### config.mk
export PLATFORM = sky130hd
export DESIGN_NAME = lap_record_ctrl
export DESIGN_NICKNAME = d
export VERILOG_FILES = /design/src/rtl/chrono_pkg.sv /design/src/rtl/lap_cursor.sv /design/src/rtl/lap_record_ctrl.sv
export SDC_FILE = /design/constraint.sdc
export NUM_CORES = 1
export LEC_CHECK = 0
export ABC_AREA = 1
export BUFFER_PORTS_ARGS = -buffer_cell sky130_fd_sc_hd__buf_2
export CAP_MARGIN = 40
export CELL_PAD_IN_SITES_DETAIL_PLACEMENT = 0
export CELL_PAD_IN_SITES_GLOBAL_PLACEMENT = 1
export CORE_UTILIZATION = 42
export DETAILED_ROUTE_END_ITERATION = 16
export PLACE_DENSITY_LB_ADDON = 0.1
export SLEW_MARGIN = 20
export SYNTH_ARGS = -nofsm -noshare
export SYNTH_HDL_FRONTEND = slang
export SYNTH_SLANG_ARGS = --single-unit
### constraint.sdc
create_clock -name clk -period 4.45 [get_ports clk]
set_input_delay 0.89 -clock clk [delete_from_list [all_inputs] [get_ports clk]]
set_output_delay 0.89 -clock clk [all_outputs]
set_load 0.01 [all_outputs]
### src/rtl/chrono_pkg.sv
// Shared defaults and recall FSM encoding for the chronometer lap-memory blocks.
package chrono_pkg;

    localparam int RAM_WIDTH_DEF     = 16;
    localparam int RAM_ADDR_BITS_DEF = 9;

    typedef enum logic [1:0] {
        IDLE = 2'd0,
        ADDR = 2'd1,
        DATA = 2'd2
    } recall_state_t;

endpackage

### src/rtl/lap_cursor.sv
// Browse cursor for the lap ring: holds the cursor index, applies next/prev wrap,
// and converts the selected index into a BRAM address relative to the oldest lap.
module lap_cursor
    import chrono_pkg::*;
#(
    parameter int ADDR_BITS = RAM_ADDR_BITS_DEF
) (
    input  logic                 clk,
    input  logic                 rst,
    input  logic                 clear,
    input  logic                 step,
    input  logic                 dir_next,
    input  logic [ADDR_BITS:0]   lap_count,
    input  logic [ADDR_BITS-1:0] wp,
    output logic [ADDR_BITS-1:0] sel_addr
);

    logic [ADDR_BITS-1:0] cursor;
    logic [ADDR_BITS-1:0] cursor_nxt;
    logic [ADDR_BITS-1:0] last;
    logic [ADDR_BITS-1:0] oldest;
    logic                 has_cursor;

    // NOTE: every variable assigned in always_comb gets a default first, so no path can infer a latch.
    always_comb begin
        // A full ring has lap_count low bits of 0, so the truncated subtraction still yields DEPTH-1.
        last       = ADDR_BITS'(lap_count - 1'b1);
        cursor_nxt = cursor;
        if (!has_cursor) begin
            cursor_nxt = dir_next ? '0 : last;
        end else if (dir_next) begin
            cursor_nxt = (cursor == last) ? '0 : cursor + ADDR_BITS'(1);
        end else begin
            cursor_nxt = (cursor == '0) ? last : cursor - ADDR_BITS'(1);
        end
        oldest   = wp - ADDR_BITS'(lap_count);
        sel_addr = oldest + cursor_nxt;
    end

    // NOTE: sequential state uses non-blocking assignments so every register samples pre-edge values.
    always_ff @(posedge clk or negedge rst) begin
        if (!rst) begin
            cursor     <= '0;
            has_cursor <= 1'b0;
        end else if (clear) begin
            cursor     <= '0;
            has_cursor <= 1'b0;
        end else if (step) begin
            cursor     <= cursor_nxt;
            has_cursor <= 1'b1;
        end
    end

endmodule

### src/rtl/lap_record_ctrl.sv
// Lap-memory controller: records lap times into a circular BRAM and recalls them
// through the registered read port, hiding its one-cycle latency behind a small FSM.
module lap_record_ctrl
    import chrono_pkg::*;
#(
    parameter int RAM_WIDTH     = RAM_WIDTH_DEF,
    parameter int RAM_ADDR_BITS = RAM_ADDR_BITS_DEF
) (
    input  logic                     clk,
    input  logic                     rst,
    input  logic [RAM_WIDTH-1:0]     time_in,
    input  logic                     lap_strobe,
    input  logic                     clear,
    input  logic                     recall_next,
    input  logic                     recall_prev,
    output logic [RAM_ADDR_BITS-1:0] wr_addr,
    output logic [RAM_WIDTH-1:0]     wr_data,
    output logic                     write_enable,
    output logic [RAM_ADDR_BITS-1:0] rd_addr,
    input  logic [RAM_WIDTH-1:0]     rd_data,
    output logic [RAM_WIDTH-1:0]     lap_time,
    output logic                     lap_valid,
    output logic [RAM_ADDR_BITS:0]   lap_count,
    output logic                     wrapped,
    output logic                     busy
);

    localparam int                   DEPTH = 2 ** RAM_ADDR_BITS;
    localparam logic [RAM_ADDR_BITS:0] FULL = (RAM_ADDR_BITS + 1)'(DEPTH);

    recall_state_t            state, state_nxt;
    logic [RAM_ADDR_BITS-1:0] wp;
    logic [RAM_ADDR_BITS-1:0] sel_addr;
    logic                     req_ok;
    logic                     step;
    logic                     full;
    logic                     hit_rd;
    logic                     bypass_pend;
    logic [RAM_WIDTH-1:0]     bypass_data;

    assign full   = (lap_count == FULL);
    assign hit_rd = write_enable && (wr_addr == rd_addr);
    assign busy   = (state != IDLE);

    // Simultaneous next+prev is ambiguous and therefore dropped.
    always_comb begin
        req_ok    = (recall_next ^ recall_prev) && (lap_count != '0) && !clear;
        state_nxt = state;
        step      = 1'b0;
        case (state)
            IDLE: begin
                if (req_ok) begin
                    step      = 1'b1;
                    state_nxt = ADDR;
                end
            end
            ADDR:    state_nxt = DATA;
            DATA:    state_nxt = IDLE;
            default: state_nxt = IDLE;
        endcase
        if (clear) begin
            state_nxt = IDLE;
        end
    end

    always_ff @(posedge clk or negedge rst) begin
        if (!rst) begin
            state <= IDLE;
        end else begin
            state <= state_nxt;
        end
    end

    lap_cursor #(
        .ADDR_BITS (RAM_ADDR_BITS)
    ) u_cursor (
        .clk       (clk),
        .rst       (rst),
        .clear     (clear),
        .step      (step),
        .dir_next  (recall_next),
        .lap_count (lap_count),
        .wp        (wp),
        .sel_addr  (sel_addr)
    );

    // Write path: clear has priority over a simultaneous strobe.
    always_ff @(posedge clk or negedge rst) begin
        if (!rst) begin
            wp           <= '0;
            lap_count    <= '0;
            wrapped      <= 1'b0;
            write_enable <= 1'b0;
            wr_addr      <= '0;
            wr_data      <= '0;
        end else begin
            write_enable <= 1'b0;
            if (clear) begin
                wp        <= '0;
                lap_count <= '0;
                wrapped   <= 1'b0;
            end else if (lap_strobe) begin
                write_enable <= 1'b1;
                wr_addr      <= wp;
                wr_data      <= time_in;
                wp           <= wp + RAM_ADDR_BITS'(1);
                if (full) begin
                    wrapped <= 1'b1;
                end else begin
                    lap_count <= lap_count + 1'b1;
                end
            end
        end
    end

    // A write landing on rd_addr during ADDR commits with the read (read-first BRAM returns
    // stale data), and one during DATA lands too late; both are forwarded into lap_time.
    always_ff @(posedge clk or negedge rst) begin
        if (!rst) begin
            rd_addr     <= '0;
            lap_time    <= '0;
            lap_valid   <= 1'b0;
            bypass_pend <= 1'b0;
            bypass_data <= '0;
        end else begin
            if (step) begin
                rd_addr <= sel_addr;
            end
            if (state == ADDR) begin
                bypass_pend <= hit_rd;
                bypass_data <= wr_data;
            end
            if (clear) begin
                lap_valid <= 1'b0;
            end else if (state == DATA) begin
                lap_valid <= 1'b1;
                if (hit_rd) begin
                    lap_time <= wr_data;
                end else if (bypass_pend) begin
                    lap_time <= bypass_data;
                end else begin
                    lap_time <= rd_data;
                end
            end else if (state == IDLE && hit_rd) begin
                // The displayed slot was overwritten by a newer lap.
                lap_valid <= 1'b0;
            end
        end
    end

endmodule

==> flow_metrics.env <==
export IMPL_worst_pin_slew_ns=0.814
export IMPL_syn_area_um2=6120
export IMPL_leakage_nw=3.66
export IMPL_io_buffers=101
export IMPL_hold_path_class="reg -> reg"
export IMPL_die_h_um=123
export IMPL_firstDrtPassIters=5
export IMPL_syn2layout_area_growth_pct=16.9
export IMPL_grtUsageTotal_pct=22.9
export IMPL_clock_sinks=101
export IMPL_crit_path_top_delay_cell="ha_2"
export IMPL_htreeDepth=3
export IMPL_drtIter0Drc=354
export IMPL_worstPathRequired_ns=4.69
export IMPL_ios=102
export IMPL_yosys_register_bits=101
export IMPL_cp_start_kind="flip-flop"
export IMPL_hold_viol=0
export IMPL_fin_skew_ns=0.0110
export IMPL_via_per_inst=5.12
export IMPL_num_antenna_cells=0
export IMPL_setup_tns_ns=0
export IMPL_drc=0
export IMPL_grt_overflow=0
export IMPL_max_stage_delay_ns=0.42
export IMPL_drt_total_wl_mm=16.0
export IMPL_cts_root_buf="clkbuf_16"
export IMPL_final_nets=940
export IMPL_cts_tree="done"
export IMPL_cp_end_kind="flip-flop"
export IMPL_clk_pin_slew_ns=0.07
export IMPL_path_max_fanout=9
export IMPL_syn_nets=844
export IMPL_ant_nets=0
export IMPL_final_util_pct=50.9
export IMPL_cts_hold_buf=0
export IMPL_cts_made_buffers=9
export IMPL_ys_warn_count=0
export IMPL_gp_congestion=0.872
export IMPL_die_area_um2=15100
export IMPL_drive_gt1_share_pct=20.5
export IMPL_setup_violations=0
export IMPL_design_area_um2=7150
export IMPL_place_hpwl_mm=12.1
export IMPL_coreArea_um2=14000
export IMPL_vias=5452
export IMPL_cts_repair_resized=0
export IMPL_routedWlPerCell_um=15.1
export IMPL_layout_min_cycle_time_ns=4.11
export IMPL_syn_avg_cell_area_um2=7.81
export IMPL_cts_setup_buffers=0
export IMPL_syn_inst=783
export IMPL_start_util_pct=43.6
export IMPL_power_per_cell_area_nw_per_um2=559
export IMPL_clk_path_buf_depth=2
export IMPL_clock_latency_ns=0.35
export IMPL_grt_pass1_vias=5169
export IMPL_grt_pass1_wl_mm=26.0
export IMPL_ir_drop_uv=188
export IMPL_rows=43
export IMPL_path_buf_inv=4
export IMPL_place_area_um2=6830
export IMPL_ys_types=43
export IMPL_layout_worst_path_cycle_share_pct=92.3
export IMPL_fmax_ghz=0.243
export IMPL_die_x_um=123
export IMPL_path_class="reg -> reg"
export IMPL_arrival_ns=4.35
export IMPL_ys_seq_area_share_pct=41.3
export IMPL_cp_top_family="simple AND/OR/NAND/NOR gates"
export IMPL_maxSlewViolCount=0
export IMPL_status="finished clean"
export IMPL_antenna_found_initial=0
export IMPL_slew_headroom_pct=45.4
export IMPL_cpMostUsedCell="nand2_1"
export IMPL_grt_max_degree=45
export IMPL_cap_viol_max_count=0
## power breakdown
part | internal (W) | switching (W)
registers | 0.00114 | 0.000183
logic | 0.000710 | 0.00114
clock network | 0.000470 | 0.000358
## cells by family after synthesis
| kind of cell | count (synthesis) | synth area share [%] |
|---|---|---|
| AOI/OAI and AO/OA | 137 | 12.9 |
| adders and majority gates | 23 | 5.69 |
| xor gates and xnor gates | 19 | 2.72 |
| DFF | 101 | 41.3 |
| muxes | 16 | 2.62 |
| and+or+nand+nor | 347 | 25.6 |
| buffers and inverters | 140 | 9.18 |
## registers in the layout, summed over array words and instances (netlist names)
signal	cells
wrapped	1
bypass_data	16
u_cursor.has_cursor	1
u_cursor.cursor	9
wr_addr	9
state	2
bypass_pend	1
write_enable	1
wr_data	16
wp	9
rd_addr	9
lap_valid	1
lap_time	16
lap_count	10
## metrics by stage
stage	hold slack [ns]	instances	worst slack, ns	total power [W]
floorplan	0.453	783	0.730	0.00265
global route	0.496	1064	-0.00447	0.00438
finish	0.475	1064	0.343	0.00400
CTS	0.484	1064	0.243	0.00403
detailed placement	0.465	1048	0.265	0.00318
global placement	0.458	1046	0.324	0.00315
## tightest hold or removal path, delay by kind of cell (launching register included)
| family | cells | cell delay (ns) |
|---|---|---|
| flops | 1 | 0.34 |
| simple gates | 2 | 0.10 |
## layer usage
layer  up-vias  track usage [%]  wire [um]
met5         -                0          0
met4         0             6.94        213
met3        15             3.90        765
met2       147             38.1       7560
met1      2574             30.2       7500
li1       2716                -          -
## layout make-up
| cell class | count | area, um^2 |
|---|---|---|
| inverter | 116 | 435 |
| fill | 1397 | 6890 |
| tap | 180 | 225 |
| timing repair buffer | 109 | 608 |
| clock inverter | 4 | 55.1 |
| multi-input combinational | 542 | 3040 |
| sequential | 101 | 2530 |
| clock buffer | 12 | 256 |
## synthesized netlist by cell type, drive strengths merged
library cell	number	area (um^2)
xor2	17	149
nor3	16	110
inv	113	424
o21a	1	7.51
dfrtp	101	2530
nor4b	1	8.76
a21oi	20	104
nand3	41	243
a211oi	2	15.0
o22ai	2	12.5
nand2	225	875
o311ai	1	8.76
and2	1	8.76
mux2i	16	160
or2	4	25.0
clkinv	3	11.3
nand4	7	43.8
fa	8	160
o211ai	22	165
buf	11	77.6
nor2	48	225
ha	15	188
and3	1	6.26
a31oi	1	6.26
o31ai	1	7.51
xnor2	2	17.5
clkbuf	13	48.8
nor4	3	18.8
o21bai	1	7.51
o21ai	86	457
## final timing paths
check                              from             end  depth (start not counted)  slack (ns)
max                        lap_count[1]      rd_addr[7]                         30        0.34
min                        lap_time[11]    lap_time[11]                          2        0.48
max reg2reg                lap_count[1]      rd_addr[7]                         30        0.34
min reg2reg                lap_time[11]    lap_time[11]                          2        0.48
max in group asynchronous           rst    lap_count[1]                          2        3.00
min in group asynchronous           rst  bypass_data[5]                          1        0.53
## cell usage in the layout (no fill, tap or decap), types with 3 or more instances in the layout
master     count
dfrtp_1       99
nor2_2         3
inv_2          9
ha_1          13
nor3_2         6
nand3_2        5
buf_2        100
o211ai_1      22
nand3_1       35
nor4_1         3
nand4_1        7
nand2_2        9
o21ai_1        9
inv_1        104
nand2_1      215
nor3_1        10
nor2_1        39
clkinv_1       3
fa_1           8
o21ai_0       70
nor2_4         6
mux2i_1       16
a21oi_1       19
buf_4          7
or2_2          4
xor2_1        17
clkbuf_16      9
o21ai_2        7
(Power assumes the default switching activity.)
